--- src/rtl/sipo_deserializer_pkg.sv ---
// Shared types and helpers for the MSB-first serial-in, parallel-out receiver.
package sipo_deserializer_pkg;

  typedef enum logic {
    IDLE  = 1'b0,
    SHIFT = 1'b1
  } state_t;

  // Enough bits to hold counts 0..width-1 (width is always at least 2).
  function automatic int count_width(input int width);
    return (width < 2) ? 1 : $clog2(width);
  endfunction

endpackage

--- src/rtl/sipo_deserializer_if.sv ---
// Serial input, parallel output and status signals of the deserializer, grouped with directional modports.
interface sipo_deserializer_if #(
  parameter int WIDTH = 8
);

  logic             sin;
  logic             sin_valid;
  logic             clear;
  logic [WIDTH-1:0] dout;
  logic             dout_valid;
  logic             dout_ready;
  logic             busy;
  logic             overrun;

  modport master (
    output sin, sin_valid, clear, dout_ready,
    input  dout, dout_valid, busy, overrun
  );

  modport slave (
    input  sin, sin_valid, clear, dout_ready,
    output dout, dout_valid, busy, overrun
  );

endinterface

--- src/rtl/sipo_deserializer_word_buffer.sv ---
// Output holding register: keeps one finished word behind a valid/ready handshake and flags dropped words.
module sipo_deserializer_word_buffer #(
  parameter int WIDTH = 8
) (
  input  logic             clk,
  input  logic             reset,
  input  logic [WIDTH-1:0] word,
  input  logic             load,
  input  logic             dout_ready,
  input  logic             clear,
  output logic [WIDTH-1:0] dout,
  output logic             dout_valid,
  output logic             overrun
);

  logic [WIDTH-1:0] dout_q, dout_d;
  logic             valid_q, valid_d;
  logic             overrun_q, overrun_d;
  logic             take;

  // A held word leaving on this edge frees the slot for a word completing on the same edge.
  always_comb begin
    dout_d    = dout_q;
    valid_d   = valid_q;
    overrun_d = overrun_q;
    take      = valid_q && dout_ready;

    if (take) begin
      valid_d = 1'b0;
    end

    if (load) begin
      if (!valid_q || take) begin
        dout_d  = word;
        valid_d = 1'b1;
      end else begin
        overrun_d = 1'b1;
      end
    end

    if (clear) begin
      overrun_d = 1'b0;
    end
  end

  always_ff @(posedge clk or posedge reset) begin
    if (reset) begin
      dout_q    <= '0;
      valid_q   <= 1'b0;
      overrun_q <= 1'b0;
    end else begin
      dout_q    <= dout_d;
      valid_q   <= valid_d;
      overrun_q <= overrun_d;
    end
  end

  assign dout       = dout_q;
  assign dout_valid = valid_q;
  assign overrun    = overrun_q;

endmodule

--- src/rtl/sipo_deserializer.sv ---
// MSB-first serial-in, parallel-out receiver: shift chain, bit counter and IDLE/SHIFT FSM feeding a word buffer.
module sipo_deserializer
  import sipo_deserializer_pkg::*;
#(
  parameter int WIDTH = 8
) (
  input logic               clk,
  input logic               reset,
  sipo_deserializer_if.slave bus
);

  localparam int             CW   = count_width(WIDTH);
  localparam logic [CW-1:0]  LAST = CW'(WIDTH - 1);

  state_t           state_q, state_d;
  logic [WIDTH-1:0] shift_q, shift_d;
  logic [CW-1:0]    count_q, count_d;
  logic             busy_q, busy_d;
  logic             word_load;
  logic [WIDTH-1:0] word_next;

  // clear wins over an incoming bit; the WIDTH-th bit hands the word to the buffer and rewinds to IDLE.
  always_comb begin
    state_d   = state_q;
    shift_d   = shift_q;
    count_d   = count_q;
    word_load = 1'b0;
    word_next = {shift_q[WIDTH-2:0], bus.sin};

    if (bus.clear) begin
      state_d = IDLE;
      shift_d = '0;
      count_d = '0;
    end else if (bus.sin_valid) begin
      shift_d = word_next;
      unique case (state_q)
        IDLE: begin
          count_d = CW'(1);
          state_d = SHIFT;
        end
        SHIFT: begin
          if (count_q == LAST) begin
            word_load = 1'b1;
            count_d   = '0;
            state_d   = IDLE;
          end else begin
            count_d = count_q + CW'(1);
          end
        end
        default: begin
          count_d = '0;
          state_d = IDLE;
        end
      endcase
    end

    busy_d = (state_d == SHIFT);
  end

  always_ff @(posedge clk or posedge reset) begin
    if (reset) begin
      state_q <= IDLE;
      shift_q <= '0;
      count_q <= '0;
      busy_q  <= 1'b0;
    end else begin
      state_q <= state_d;
      shift_q <= shift_d;
      count_q <= count_d;
      busy_q  <= busy_d;
    end
  end

  assign bus.busy = busy_q;

  sipo_deserializer_word_buffer #(
    .WIDTH(WIDTH)
  ) u_word_buffer (
    .clk       (clk),
    .reset     (reset),
    .word      (word_next),
    .load      (word_load),
    .dout_ready(bus.dout_ready),
    .clear     (bus.clear),
    .dout      (bus.dout),
    .dout_valid(bus.dout_valid),
    .overrun   (bus.overrun)
  );

endmodule
--- src/flat_wrapper.sv ---
// flat-port wrapper written by rule: the top's interface ports become plain ports
module sipo_deserializer_flat import sipo_deserializer_pkg::*;
#(
  parameter int WIDTH = 8
)
  (clk, reset, bus_sin, bus_sin_valid, bus_clear, bus_dout_ready, bus_dout, bus_dout_valid, bus_busy, bus_overrun);
  sipo_deserializer_if #(.WIDTH(WIDTH)) bus_i ();
  input logic clk;
  input logic reset;
  input wire logic [$bits(bus_i.sin)-1:0] bus_sin;
  input wire logic [$bits(bus_i.sin_valid)-1:0] bus_sin_valid;
  input wire logic [$bits(bus_i.clear)-1:0] bus_clear;
  input wire logic [$bits(bus_i.dout_ready)-1:0] bus_dout_ready;
  output wire logic [$bits(bus_i.dout)-1:0] bus_dout;
  output wire logic [$bits(bus_i.dout_valid)-1:0] bus_dout_valid;
  output wire logic [$bits(bus_i.busy)-1:0] bus_busy;
  output wire logic [$bits(bus_i.overrun)-1:0] bus_overrun;
  assign bus_i.sin = bus_sin;
  assign bus_i.sin_valid = bus_sin_valid;
  assign bus_i.clear = bus_clear;
  assign bus_i.dout_ready = bus_dout_ready;
  assign bus_dout = bus_i.dout;
  assign bus_dout_valid = bus_i.dout_valid;
  assign bus_busy = bus_i.busy;
  assign bus_overrun = bus_i.overrun;
  sipo_deserializer #(.WIDTH(WIDTH)) u_core (.clk(clk), .reset(reset), .bus(bus_i));
endmodule
--- config.mk ---
export PLATFORM = sky130hd
export DESIGN_NAME = sipo_deserializer_flat
export DESIGN_NICKNAME = d
export VERILOG_FILES = /design/src/rtl/sipo_deserializer_pkg.sv /design/src/rtl/sipo_deserializer_if.sv /design/src/rtl/sipo_deserializer_word_buffer.sv /design/src/rtl/sipo_deserializer.sv /design/src/flat_wrapper.sv
export SDC_FILE = /design/constraint.sdc
export NUM_CORES = 1
export LEC_CHECK = 0
export CAP_MARGIN = 10
export CORE_MARGIN = 2
export CORE_UTILIZATION = 49
export CTS_BUF_LIST = sky130_fd_sc_hd__clkbuf_8 sky130_fd_sc_hd__clkbuf_16
export DETAILED_ROUTE_END_ITERATION = 8
export PLACE_DENSITY = 0.76
export SLEW_MARGIN = 10
export SYNTH_ARGS = -nofsm -noshare
export SYNTH_HDL_FRONTEND = slang
export SYNTH_SLANG_ARGS = --single-unit
--- constraint.sdc ---
create_clock -name clk -period 1.8 [get_ports clk]
set_input_delay 0.27 -clock clk [delete_from_list [all_inputs] [get_ports clk]]
set_output_delay 0.27 -clock clk [all_outputs]
set_load 0.01 [all_outputs]
== Word level (Yosys, flattened, before mapping) ==
Cells that the tools add are included.

* $add $sub $neg: 1
* Equality and inequality tests: 2
* Mux-type cells: 20
* Bitwise logic cells: 1
* Reductions and logical operators: 7

{| class="wikitable"
|+ Operators with widths
! cell !! count
|-
| 7-bit 2-to-1 mux || 2
|-
| 1-bit 2-to-1 mux || 13
|-
| 3-bit 2-to-1 mux || 3
|-
| 3-bit one-hot mux with 2 select lines || 1
|-
| 2-bit AND reduction || 2
|-
| 2-bit nonzero test || 2
|-
| 3-bit by 1-bit adder with 3-bit output (second input constant) || 1
|-
| 3-bit == test (second input constant) || 1
|-
| 2-bit != test (second input constant) || 1
|-
| 1-bit one-hot mux with 2 select lines || 1
|-
| 1-bit logical AND || 1
|-
| 1-bit zero test || 1
|-
| 1-bit logical OR || 1
|-
| 1-bit inverter || 1
|}

* Register bits: 21
* Input bits: 6

== Longest topological paths before layout ==
Gate-level depths: netlist of run 1.

* Depth in word-level cells: 7
* Depth in mapped cells: 5
* Gate-level depth less buffers: 5

== By module ==
Synthesis of run 1 repeated with hierarchy kept, for this count alone.

* Cell total of the unflattened synthesis: 68
* Area total of the unflattened synthesis: 933.4 um2

{| class="wikitable"
|+ Modules (own cells, without submodules)
! module !! times used !! cells an instance !! area each (um2) !! seq. area each (um2)
|-
| sipo_deserializer || 1 || 43 || 513.0 || 275.3
|-
| sipo_deserializer_word_buffer || 1 || 25 || 420.4 || 250.2
|}

== Worst setup path after synthesis of run 1 ==
OpenSTA, ideal clock, no wires.

* Kind: register to register
* Start: reg u_core.count_q[0]
* End: reg u_core.u_word_buffer.dout_q[0], in the netlist u_core.u_word_buffer.dout[0]
* Setup time: 125 ps
* Arrival: 1,482 ps
* Required time: 1,675 ps
* Setup slack: 194 ps
* Cell stages (with the launch flop): 6
* Cells stage by stage: dfrtp_1 ha_1 ha_1 nand3_2 nor3_4 mux2_2

* Cells in the longest elaborated chain, start to end: 6

{| class="wikitable"
|+ Ends and longest elaborated chain
! item !! line !! text
|-
| start, declared || sipo_deserializer.sv:17 || <nowiki>logic [CW-1:0] count_q, count_d;</nowiki>
|-
| start signal, assigned || sipo_deserializer.sv:69 || <nowiki>count_q <= count_d;</nowiki>
|-
| 3-bit == test || sipo_deserializer.sv:42 || <nowiki>if (count_q == LAST) begin</nowiki>
|-
| 1-bit 2-to-1 mux || sipo_deserializer.sv:42 ||
|-
| 1-bit 2-to-1 mux || sipo_deserializer.sv:36 || <nowiki>unique case (state_q)</nowiki>
|-
| 1-bit 2-to-1 mux || sipo_deserializer.sv:34 || <nowiki>end else if (bus.sin_valid) begin</nowiki>
|-
| 1-bit 2-to-1 mux || sipo_deserializer.sv:30 || <nowiki>if (bus.clear) begin</nowiki>
|-
| 2-bit AND reduction (no line) || - ||
|-
| end signal, assigned || sipo_deserializer_word_buffer.sv:52 || <nowiki>dout_q <= dout_d;</nowiki>
|-
| end, declared || sipo_deserializer_word_buffer.sv:16 || <nowiki>logic [WIDTH-1:0] dout_q, dout_d;</nowiki>
|}

No other way between the ends.
A chain may end at the register's enable or synchronous reset.

== Final worst setup path of run 1 ==
* Start: reg u_core.count_q[0]
* End: reg u_core.u_word_buffer.dout_q[4], in the netlist u_core.u_word_buffer.dout[4]

Same word-level chain as after synthesis.

==> results of run 1 <==
-- per-stage QoR --
step	hold slack, ns	utilization (%)	instances	worst slack (ns)	power [mW]
floorplan	0.2465	-	66	0.1935	0.5219
global placement	0.4941	63.85	100	0.09267	0.5475
detailed placement	0.4978	63.85	100	0.06821	0.5492
CTS	0.3513	66.59	104	0.04387	0.8492
global route	0.3984	67.19	105	0.01636	0.8684
finish	0.3421	67.19	105	0.08077	0.8382
-- worst paths after layout --
check | depth (start not counted) | to | slack (ns)
setup / recovery | 6 | u_core.u_word_buffer.dout[4]$_DFFE_PP0P_ | 0.08
hold / removal | 3 | u_core.shift_q[2]$_DFFE_PP0P_ | 0.34
setup reg to reg | 6 | u_core.u_word_buffer.dout[4]$_DFFE_PP0P_ | 0.08
hold reg to reg | 2 | u_core.u_word_buffer.overrun$_DFFE_PP0P_ | 0.51
max in group asynchronous | 3 | u_core.shift_q[5]$_DFFE_PP0P_ | 1.25
min in group clk | 2 | u_core.u_word_buffer.overrun$_DFFE_PP0P_ | 0.51
-- cell usage in the layout (no fill, tap or decap) --
cell type and instances:
clkbuf_8 3, ha_2 1, nand3_2 1, nor2_1 10
ha_1 1, dfrtp_1 21, nand3_1 1, mux2_2 8
clkdlybuf4s50_1 16, a41oi_1 1, nor2b_1 1, buf_4 4
nand2b_1 2, nand4b_1 1, o211ai_1 1, buf_12 1
mux2i_1 7, o21bai_1 1, inv_1 1, nor3_4 1
o21ai_0 2, clkinv_2 1, a21oi_1 2
-- logic make-up (layout without fill, tap and decap cells) --
| logic type | after synthesis | after routing | synth area share [%] |
|---|---|---|---|
| buffers and inverters | 4 | 26 | 2.298 |
| adders and majority gates | 2 | 2 | 2.873 |
| and+or+nand+nor | 17 | 17 | 11.06 |
| DFF | 21 | 21 | 60.34 |
| muxes | 15 | 15 | 18.39 |
| AOI/OAI and AO/OA | 7 | 7 | 5.030 |
-- state kept, by name (all words and copies together), names as in the netlist --
signal and cells:
u_core.state_q 1, u_core.u_word_buffer.dout 8, u_core.count_q 3, u_core.u_word_buffer.overrun 1, u_core.shift_q 7, u_core.u_word_buffer.dout_valid 1
-- report_power, final --
group | total (mW) | switching, mW | internal, mW
Clock | 0.297 | 0.144 | 0.154
Sequential | 0.485 | 0.00668 | 0.478
Combinational | 0.0564 | 0.0291 | 0.0273
Total | 0.838 | 0.179 | 0.659
-- worst min-delay path, cell delays in order --
cell and delay (ns):
clkdlybuf4s50_1 0.40, inv_1 0.05, buf_4 0.26
-- routing by layer --
metal	track usage (%)	vias up	part of all wire, %
li1	-	273	-
met1	20.72	285	46
met2	29.44	8	50
met3	2.353	2	1.9
met4	8.571	0	1.3
met5	0	-	0
-- cell type report --
| type | instances | area share [%] |
|---|---|---|
| clock inverters | 1 | 0.4410 |
| repair buffers | 21 | 18.52 |
| flip-flops and latches | 21 | 46.31 |
| inverters | 1 | 0.3308 |
| well taps | 17 | 1.874 |
| multi-input cells | 41 | 28.89 |
| clock buffers | 3 | 3.638 |
-- timing repair --
item / in CTS / in global routing
endpoints found under the setup margin: 0 / 8
setup buffers: 0 / 1
gates resized for setup: 0 / 1
hold buffers: 0 / 0
==> qor.yml, run 1 <==
worst_pin_slew_ns: 0.3146
synth_warnings: 0
synth_top_area_cell: "dfrtp_1"
wl_per_cell_um: 14.29
end_kind: "register"
dp_hpwl_um: 1059
cts_tree: "built"
die_y_um: 46.16
ir_worst_vdd_mv: 0.5848
critPathSlowestCell: "dfrtp_1"
maxCapViolCount: 0
rows: 15
syn_area_um2: 870.8
grt_max_degree: 22
synth_top_area_share_pct: 60.34
cts_buffers: 3
multi_input_area_um2: 327.8
grt-ovfl-total: 0
synth_seq_cells: 21
clock_sinks: 21
drt_iter0_markers: 0
period_share_pct: 95.51
regArea_um2: 525.5
path_max_fanout: 8
gp_congestion: 0.7399
start_kind: "register"
grt_pass1_vias: 590
vias_per_cell: 5.410
layout-drive-gt1-share_pct: 22.73
worstHoldPathType: "input pin to async pin"
antennaDiodeCount: 0
crit_required_ns: 1.94
critical_path.top_delay_family: "adder cells"
dieArea_mm2: 0.002130
core_area_mm2: 0.001689
p_leak_nw: 0.5402
critical_path.startpoint: "u_core.count_q[0]$_DFFE_PP0P_"
dr.pass1.iters: 1
worstPathArrival_ns: 1.85
die_x_um: 46.16
ant_nets: 0
cts_max_level: 1
grt_pass1_wl_um: 2553
drv_slew: 0
clock_skew_ns: 0.006022
grtUsageTotal_pct: 17.11
fin_area_mm2: 0.001135
synth_fp_nets: 74
clock_latency_ns: 0.25
fillers: 140
rsz0062_at_grt: "no"
maxSlewHeadroom_pct: 78.99
synth_ff_type: "dfrtp_1"
yosysSeqAreaShare_pct: 60.34
yosys-top-cells-count: "21 x dfrtp_1, 10 x nor2_1, 8 x mux2_2"
status: "complete, no violations"
hold_viol: 0
num_vias: 568
cp.buffers_inverters: 1
max_freq_mhz: 581.7
clk_pin_slew_worst_paths_ns: 0.08
routed_wl_um: 1500
cp_slowest_stage_delay_ns: 0.37
fin_crit_ns: 1.719
syn_to_final_growth_pct: 30.32
drc: 0
ys_types: 20
p_per_area_mw_per_mm2: 738.6
synth_edf_count: 0
io_pins: 17
dpl_cell_area_mm2: 0.001079
antenna_found_initial: 0
io_buffers: 16
r2r-start: "u_core.count_q[0]$_DFFE_PP0P_"
setup_viol: 0
synth_most_common_cell: "dfrtp_1"
initial_utilization_pct: 51.56
crit_chain: "ha_1 > ha_2 > nand3_2 > nor3_4 > buf_12 > mux2_2"
synthTopCellsByArea: "dfrtp_1 60%, mux2_2 10%, mux2i_1 8.0%, nor2_1 4.3%, ha_1 2.9%"
crit_type: "register to register"
tns_ns: 0
synth.avg_cell_area_um2: 13.19
async_flop_share_pct: 100.0
cts_root_buf: "clkbuf_8"
syn_inst: 66
nNetsFinal: 97
clk_path_buf_depth: 2
Note: power is estimated with default switching activity, not from simulation.
==> run 2, diff against run 1 <==
--- a/config.mk
+++ b/config.mk
@@ -10,7 +10,7 @@
 export CORE_UTILIZATION = 49
 export CTS_BUF_LIST = sky130_fd_sc_hd__clkbuf_8 sky130_fd_sc_hd__clkbuf_16
 export DETAILED_ROUTE_END_ITERATION = 8
-export PLACE_DENSITY = 0.76
+export PLACE_DENSITY_LB_ADDON = 0.1
 export SLEW_MARGIN = 10
 export SYNTH_ARGS = -nofsm -noshare
 export SYNTH_HDL_FRONTEND = slang
==> run 2 against run 1 <==
Effect of this change: final cell count fell by 0.95%; clock skew shrank 0.0021 ns; largest power group unchanged; flip-flop and latch count stayed put; via count fell by 5.3%; die area stayed put; highest routed layer unchanged.
==> qor.yml, run 2 (synthesis gave the netlist of run 1 again) <==
cts_hold_buf: 0  # unchanged
final_cell_mix: "21 x dfrtp_1, 16 x clkdlybuf4s50_1, 10 x nor2_1, 8 x mux2_2, 7 x mux2i_1"  # unchanged
grtUsageTotal_pct: 16.94  # was 17.11%
drv_slew: 0  # unchanged
layout-drive-gt1-share_pct: 19.54  # was 22.73%
cts_buffers: 3  # unchanged
cts_resized: 0  # unchanged
clock_sinks: 21  # unchanged
r2r-end: "u_core.u_word_buffer.dout[4]$_DFFE_PP0P_"  # unchanged
path_max_fanout: 8  # unchanged
wl_met1_um: 718  # was 695 µm
fin_crit_ns: 1.698  # was 1.719 ns
io_buffers: 16  # unchanged
ir_worst_vdd_mv: 0.5046  # was 0.5848 mV
syn_to_final_growth_pct: 29.02  # was 30.32%
critical_path.top_delay_family: "flip-flops"  # was adder cells
p_leak_nw: 0.5396  # was 0.5402 nW
io_pins: 17  # unchanged
clk_path_buf_depth: 2  # unchanged
dieArea_mm2: 0.002130  # unchanged
max_freq_mhz: 589.1  # was 581.7 MHz
drt_iter0_markers: 4  # was 0
core_area_mm2: 0.001689  # unchanged
maxCapViolCount: 0  # unchanged
crit_chain: "ha_1 > ha_1 > nand3_2 > nor3_4 > buf_12 > mux2_2"  # was ha_1 > ha_2 > nand3_2 > nor3_4 > buf_12 > mux2_2
antennaDiodeCount: 0  # unchanged
cts_tree: "built"  # unchanged
cts_root_buf: "clkbuf_8"  # unchanged
drc: 0  # unchanged
rows: 15  # unchanged
r2r-start: "u_core.count_q[0]$_DFFE_PP0P_"  # unchanged
worstPathArrival_ns: 1.83  # was 1.85 ns
clock_latency_ns: 0.25  # about the same
cp_slowest_stage_delay_ns: 0.38  # was 0.37 ns
status: "complete, no violations"  # unchanged
rsz0062_at_grt: "no"  # unchanged
crit_type: "register to register"  # unchanged
end_kind: "register"  # unchanged
final_common_cell: "dfrtp_1"  # unchanged
cp.buffers_inverters: 1  # unchanged
cts_max_level: 1  # unchanged
grt_pass1_wl_um: 2463  # was 2553 µm
maxSlewHeadroom_pct: 79.28  # was 78.99%
period_share_pct: 94.31  # was 95.51%
start_kind: "register"  # unchanged
reg2reg_depth: 6  # unchanged
post_cts_buffers: 0  # unchanged
clk_pin_slew_worst_paths_ns: 0.07  # was 0.08 ns
worstHoldPathType: "input pin to async pin"  # unchanged
dp_hpwl_um: 1030  # was 1059 µm
die_x_um: 46.16  # unchanged
met3_length_um: 46  # was 28 µm
setup_viol: 0  # unchanged
p_per_area_mw_per_mm2: 738.6  # about the same
nNetsFinal: 96  # was 97
ant_nets: 0  # unchanged
worst_pin_slew_ns: 0.3101  # was 0.3146 ns
largest_reg_flops: 8  # unchanged
num_vias: 538  # was 568
ff2ff_setup_slack_ns: 0.10  # was 0.08 ns
dr.pass1.iters: 3  # was 1
cp_common_cell: "ha_1"
clock_skew_ns: 0.003918  # was 0.006022 ns
grt_max_degree: 22  # unchanged
fin_util_pct: 66.52  # was 67.19%
gp_congestion: 0.7202  # was 0.7399
antenna_found_initial: 0  # unchanged
critPathSlowestCell: "dfrtp_1"  # unchanged
initial_utilization_pct: 51.56  # unchanged
vias_per_cell: 5.173  # was 5.410
grt_pass1_vias: 550  # was 590
met2WireLength_um: 682  # was 756 µm
fillers: 138  # was 140
routed_wl_um: 1469  # was 1500 µm
die_y_um: 46.16  # unchanged
tns_ns: 0  # unchanged
crit_required_ns: 1.94  # about the same
wl_per_cell_um: 14.13  # was 14.29 µm
top_layer: "met4"  # unchanged
hold_viol: 0  # unchanged
grt-ovfl-total: 0  # unchanged
-- run 2: changes by cell type in the layout (fill, tap and decap cells not counted), sizes merged --
| cell | change |
|---|---|
| buf | -1 |
| inv | +1 |
| clkinv | -1 |
-- run 2: per-stage QoR --
stage	setup slack, ns	area [µm²]	power (mW)	std cells	hold WS [ns]
3_5_place_dp	0.07880	1079	0.5485	100	0.4975
5_1_grt	0.004370	1124	0.8636	104	0.3745
6_report	0.1024	1124	0.8299	104	0.3420
2_1_floorplan	0.1935	870.8	0.5219	66	0.2465
4_1_cts	0.08464	1124	0.8398	104	0.3503
3_3_place_gp	0.08699	1079	0.5488	100	0.4913
-- run 2: worst reg2reg max path, cell delays in order (launching register included) --
cell and delay [ns]:
dfrtp_1 0.38, ha_1 0.16, ha_1 0.22, nand3_2 0.13, nor3_4 0.22, buf_12 0.15, mux2_2 0.33
-- run 2: per-layer routing --
metal | GRT usage (%) | vias up
li1 | - | 272
met1 | 22.76 | 256
met2 | 25.83 | 8
met3 | 3.529 | 2
met4 | 8.571 | 0
met5 | 0 | -
-- run 2: worst max path at each step --
stage | startpoint | to | slack, ns | cells after the start
floorplan | u_core.count_q[0]$_DFFE_PP0P_ | u_core.u_word_buffer.dout[0]$_DFFE_PP0P_ | 0.19 | 5
global placement | bus_sin_valid | u_core.u_word_buffer.dout[4]$_DFFE_PP0P_ | 0.09 | 5
detailed placement | bus_sin_valid | u_core.u_word_buffer.dout[4]$_DFFE_PP0P_ | 0.08 | 5
CTS | u_core.count_q[0]$_DFFE_PP0P_ | u_core.u_word_buffer.dout[4]$_DFFE_PP0P_ | 0.08 | 6
global route | u_core.count_q[0]$_DFFE_PP0P_ | u_core.u_word_buffer.dout[2]$_DFFE_PP0P_ | 0.004 | 6
finish | u_core.count_q[0]$_DFFE_PP0P_ | u_core.u_word_buffer.dout[4]$_DFFE_PP0P_ | 0.10 | 6
-- run 2: cell type report --
| cell class | instances | area, µm² | area share, % |
|---|---|---|---|
| multi-input cells | 41 | 325.3 | 28.95 |
| well taps | 17 | 21.27 | 1.893 |
| clock inverters | 1 | 3.754 | 0.3341 |
| inverters | 1 | 3.754 | 0.3341 |
| flip-flops and latches | 21 | 525.5 | 46.77 |
| repair buffers | 20 | 202.7 | 18.04 |
| clock buffers | 3 | 41.29 | 3.675 |
-- run 2: report_power, final --
part           switching [mW]  internal [mW]
logic                  0.0285         0.0252
clock network           0.140          0.151
registers             0.00658          0.478
total                   0.175          0.655
==> run 3, diff against run 2 <==
--- a/config.mk
+++ b/config.mk
@@ -7,11 +7,12 @@
 export LEC_CHECK = 0
 export CAP_MARGIN = 10
 export CORE_MARGIN = 2
-export CORE_UTILIZATION = 49
+export CORE_UTILIZATION = 50
 export CTS_BUF_LIST = sky130_fd_sc_hd__clkbuf_8 sky130_fd_sc_hd__clkbuf_16
 export DETAILED_ROUTE_END_ITERATION = 8
 export PLACE_DENSITY_LB_ADDON = 0.1
 export SLEW_MARGIN = 10
 export SYNTH_ARGS = -nofsm -noshare
 export SYNTH_HDL_FRONTEND = slang
+export SYNTH_HIERARCHICAL = 1
 export SYNTH_SLANG_ARGS = --single-unit
==> run 3 against run 2 <==
Effect of this change: first-iteration DRC count down 25%; sequential power about the same; highest routed layer unchanged; global-route usage down 0.39 points; core utilization down 0.64 points; register-to-register slack better by 0.08 ns; non-clock buffer count down 2; wire length up 1.8%; via count down 0.37%; synthesized cell count up 3.0%; clock skew down 0.0027 ns; critical path type unchanged; setup slack better by 0.079 ns; power up 1.7%.
==> qor.yml, run 3 <==
routed_wl_um: 1496  # was 1469 µm
fin_util_pct: 65.88  # was 66.52%
post_cts_buffers: 0  # unchanged
dp_slack_ns: 0.1836  # was 0.07880 ns
fillers: 139  # was 138
p_per_area_mw_per_mm2: 734.1  # was 738.6 mW/mm²
syn_area_um2: 933.4  # was 870.8 µm²
end_kind: "register"  # unchanged
grtUsageTotal_pct: 16.55  # was 16.94%
worstHoldPathType: "input pin to async pin"  # unchanged
path_max_fanout: 8  # unchanged
largest_reg_flops: 8  # unchanged
max_freq_mhz: 617.9  # was 589.1 MHz
crit_type: "register to register"  # unchanged
status: "complete, no violations"  # unchanged
synthTopCellsByArea: "dfrtp_1 56%, mux2_4 13%, mux2i_1 7.5%, nor2_1 3.6%, ha_1 2.7%"  # was dfrtp_1 60%, mux2_2 10%, mux2i_1 8.0%, nor2_1 4.3%, ha_1 2.9%
nNetsFinal: 96  # unchanged
initial_utilization_pct: 53.48  # was 51.56%
antenna_found_initial: 0  # unchanged
cp_common_cell: "ha_1"  # unchanged
die_y_um: 47.21  # was 46.16 µm
antennaDiodeCount: 0  # unchanged
synth_ff_type: "dfrtp_1"  # unchanged
dp_hpwl_um: 998.8  # was 1030 µm
ys_types: 20  # unchanged
dr.pass1.iters: 4  # was 3
clk_pin_slew_worst_paths_ns: 0.08  # was 0.07 ns
ir_worst_vdd_mv: 0.6179  # was 0.5046 mV
worstPathArrival_ns: 1.76  # was 1.83 ns
critPathSlowestCell: "dfrtp_1"  # unchanged
synth_seq_cells: 21  # unchanged
synth.avg_cell_area_um2: 13.73  # was 13.19 µm²
ff2ff_setup_slack_ns: 0.18  # was 0.10 ns
hold_viol: 0  # unchanged
clock_latency_ns: 0.26  # was 0.25 ns
io_pins: 17  # unchanged
final_common_cell: "dfrtp_1"  # unchanged
period_share_pct: 89.92  # was 94.31%
dieArea_mm2: 0.002228  # was 0.002130 mm²
num_vias: 536  # was 538
maxSlewHeadroom_pct: 72.41  # was 79.28%
cts_hold_buf: 0  # unchanged
vias_per_cell: 4.786  # was 5.173
synth_warnings: 6  # was 0
cts_max_level: 1  # unchanged
clk_path_buf_depth: 2  # unchanged
final_cell_mix: "21 x dfrtp_1, 16 x clkdlybuf4s50_1, 9 x nor2_1, 8 x mux2_4, 7 x mux2i_1"  # was 21 x dfrtp_1, 16 x clkdlybuf4s50_1, 10 x nor2_1, 8 x mux2_2, 7 x mux2i_1
critical_path.top_delay_family: "adder cells"  # was flip-flops
cts_root_buf: "clkbuf_8"  # unchanged
grt-ovfl-total: 0  # unchanged
drc: 0  # unchanged
synth_edf_count: 0  # unchanged
yosysSeqAreaShare_pct: 56.30  # was 60.34%
cts_tree: "built"  # unchanged
async_flop_share_pct: 100.0  # unchanged
start_kind: "register"  # unchanged
synth_most_common_cell: "dfrtp_1"  # unchanged
yosys-top-cells-count: "21 x dfrtp_1, 9 x nor2_1, 8 x mux2_4"  # was 21 x dfrtp_1, 10 x nor2_1, 8 x mux2_2
grt_max_degree: 16  # was 22
layout-drive-gt1-share_pct: 18.39  # was 19.54%
worst_pin_slew_ns: 0.4134  # was 0.3101 ns
rows: 15  # unchanged
ant_nets: 0  # unchanged
cts_buffers: 3  # unchanged
grt_pass1_wl_um: 2442  # was 2463 µm
setup_viol: 0  # unchanged
synth_fp_nets: 76  # was 74
clock_skew_ns: 0.001177  # was 0.003918 ns
worst_slack_ns: 0.1815  # was 0.1024 ns
syn_inst: 68  # was 66
fin_crit_ns: 1.618  # was 1.698 ns
maxCapViolCount: 0  # unchanged
grt_pass1_vias: 523  # was 550
p_leak_nw: 0.6015  # was 0.5396 nW
tns_ns: 0  # unchanged
crit_chain: "ha_1 > ha_1 > and4b_1 > nand2_4 > mux2_4"  # was ha_1 > ha_1 > nand3_2 > nor3_4 > buf_12 > mux2_2
cp_slowest_stage_delay_ns: 0.40  # was 0.38 ns
crit_required_ns: 1.95  # was 1.94 ns
die_x_um: 47.21  # was 46.16 µm
syn_to_final_growth_pct: 23.19  # was 29.02%
synth_top_area_cell: "dfrtp_1"  # unchanged
clock_sinks: 21  # unchanged
cp.buffers_inverters: 0  # was 1
synth_top_area_share_pct: 56.30  # was 60.34%
cts_resized: 0  # unchanged
drv_slew: 0  # unchanged
core_area_mm2: 0.001745  # was 0.001689 mm²
rsz0062_at_grt: "no"  # unchanged
gp_congestion: 0.6796  # was 0.7202
wl_per_cell_um: 13.36  # was 14.13 µm
drt_iter0_markers: 3  # was 4
io_buffers: 16  # unchanged
[run 3: changes by cell type in the layout (fill, tap and decap cells not counted), moves of 2 or more]
cell	change
a31oi_1	+2
mux2_2	-8
mux2_4	+8
o21ai_0	-2
or2b_1	+2
[run 3: logic make-up (layout without fill, tap and decap cells)]
logic type,count (synthesis),count (layout),share of synthesized area [%]
flip-flops,21,21,56.30
AND/OR/NAND/NOR,18,18,11.26
multiplexers,15,15,20.38
AO/OA/AOI/OAI,6,6,4.290
buffers and inverters,6,25,5.093
adder cells (fa/ha/maj),2,2,2.681
[run 3: worst paths after layout]
| check | from | endpoint | cells past startpoint |
|---|---|---|---|
| worst max-delay path | u_core/count_q[0]$_DFFE_PP0P_ | u_core/u_word_buffer/dout[5]$_DFFE_PP0P_ | 5 |
| worst min-delay path | reset | u_core/u_word_buffer/overrun$_DFFE_PP0P_ | 2 |
| worst max register to register | u_core/count_q[0]$_DFFE_PP0P_ | u_core/u_word_buffer/dout[5]$_DFFE_PP0P_ | 5 |
| worst min register to register | u_core/u_word_buffer/overrun$_DFFE_PP0P_ | u_core/u_word_buffer/overrun$_DFFE_PP0P_ | 2 |
| max in group asynchronous | reset | u_core/shift_q[5]$_DFFE_PP0P_ | 2 |
| min in group clk | u_core/u_word_buffer/overrun$_DFFE_PP0P_ | u_core/u_word_buffer/overrun$_DFFE_PP0P_ | 2 |
[run 3: metrics by stage]
stage	total power [mW]	cells	hold WS [ns]	instance area [µm²]
floorplan	0.5294	68	0.1102	933.4
global placement	0.5476	108	0.4938	1104
detailed placement	0.5479	108	0.4910	1104
CTS	0.8562	112	0.3169	1150
global route	0.8868	112	0.3525	1150
finish	0.8442	112	0.3105	1150
[run 3: metal layers]
| layer | up-vias | global-route usage, % | share of wire (%) | wire (µm) |
|---|---|---|---|---|
| li1 | 269 | - | - | - |
| met1 | 255 | 23.40 | 53 | 794 |
| met2 | 10 | 22.74 | 42 | 631 |
| met3 | 2 | 6.538 | 3.9 | 59 |
| met4 | 0 | 6.667 | 0.67 | 10 |
| met5 | - | 0 | 0 | 0 |
[run 3: area by class of cell]
cell class | instances | area [µm²] | area share (%)
clock buffers | 3 | 41.29 | 3.591
clock inverters | 1 | 5.005 | 0.4353
inverters | 3 | 11.26 | 0.9793
multi-input cells | 41 | 360.3 | 31.34
flip-flops and latches | 21 | 525.5 | 45.70
well taps | 25 | 31.28 | 2.720
repair buffers | 18 | 175.2 | 15.23
[run 3: power by group]
| part | internal (mW) | switching, mW |
|---|---|---|
| logic | 0.0261 | 0.0284 |
| registers | 0.478 | 0.00682 |
| clock network | 0.154 | 0.151 |
| total | 0.658 | 0.186 |
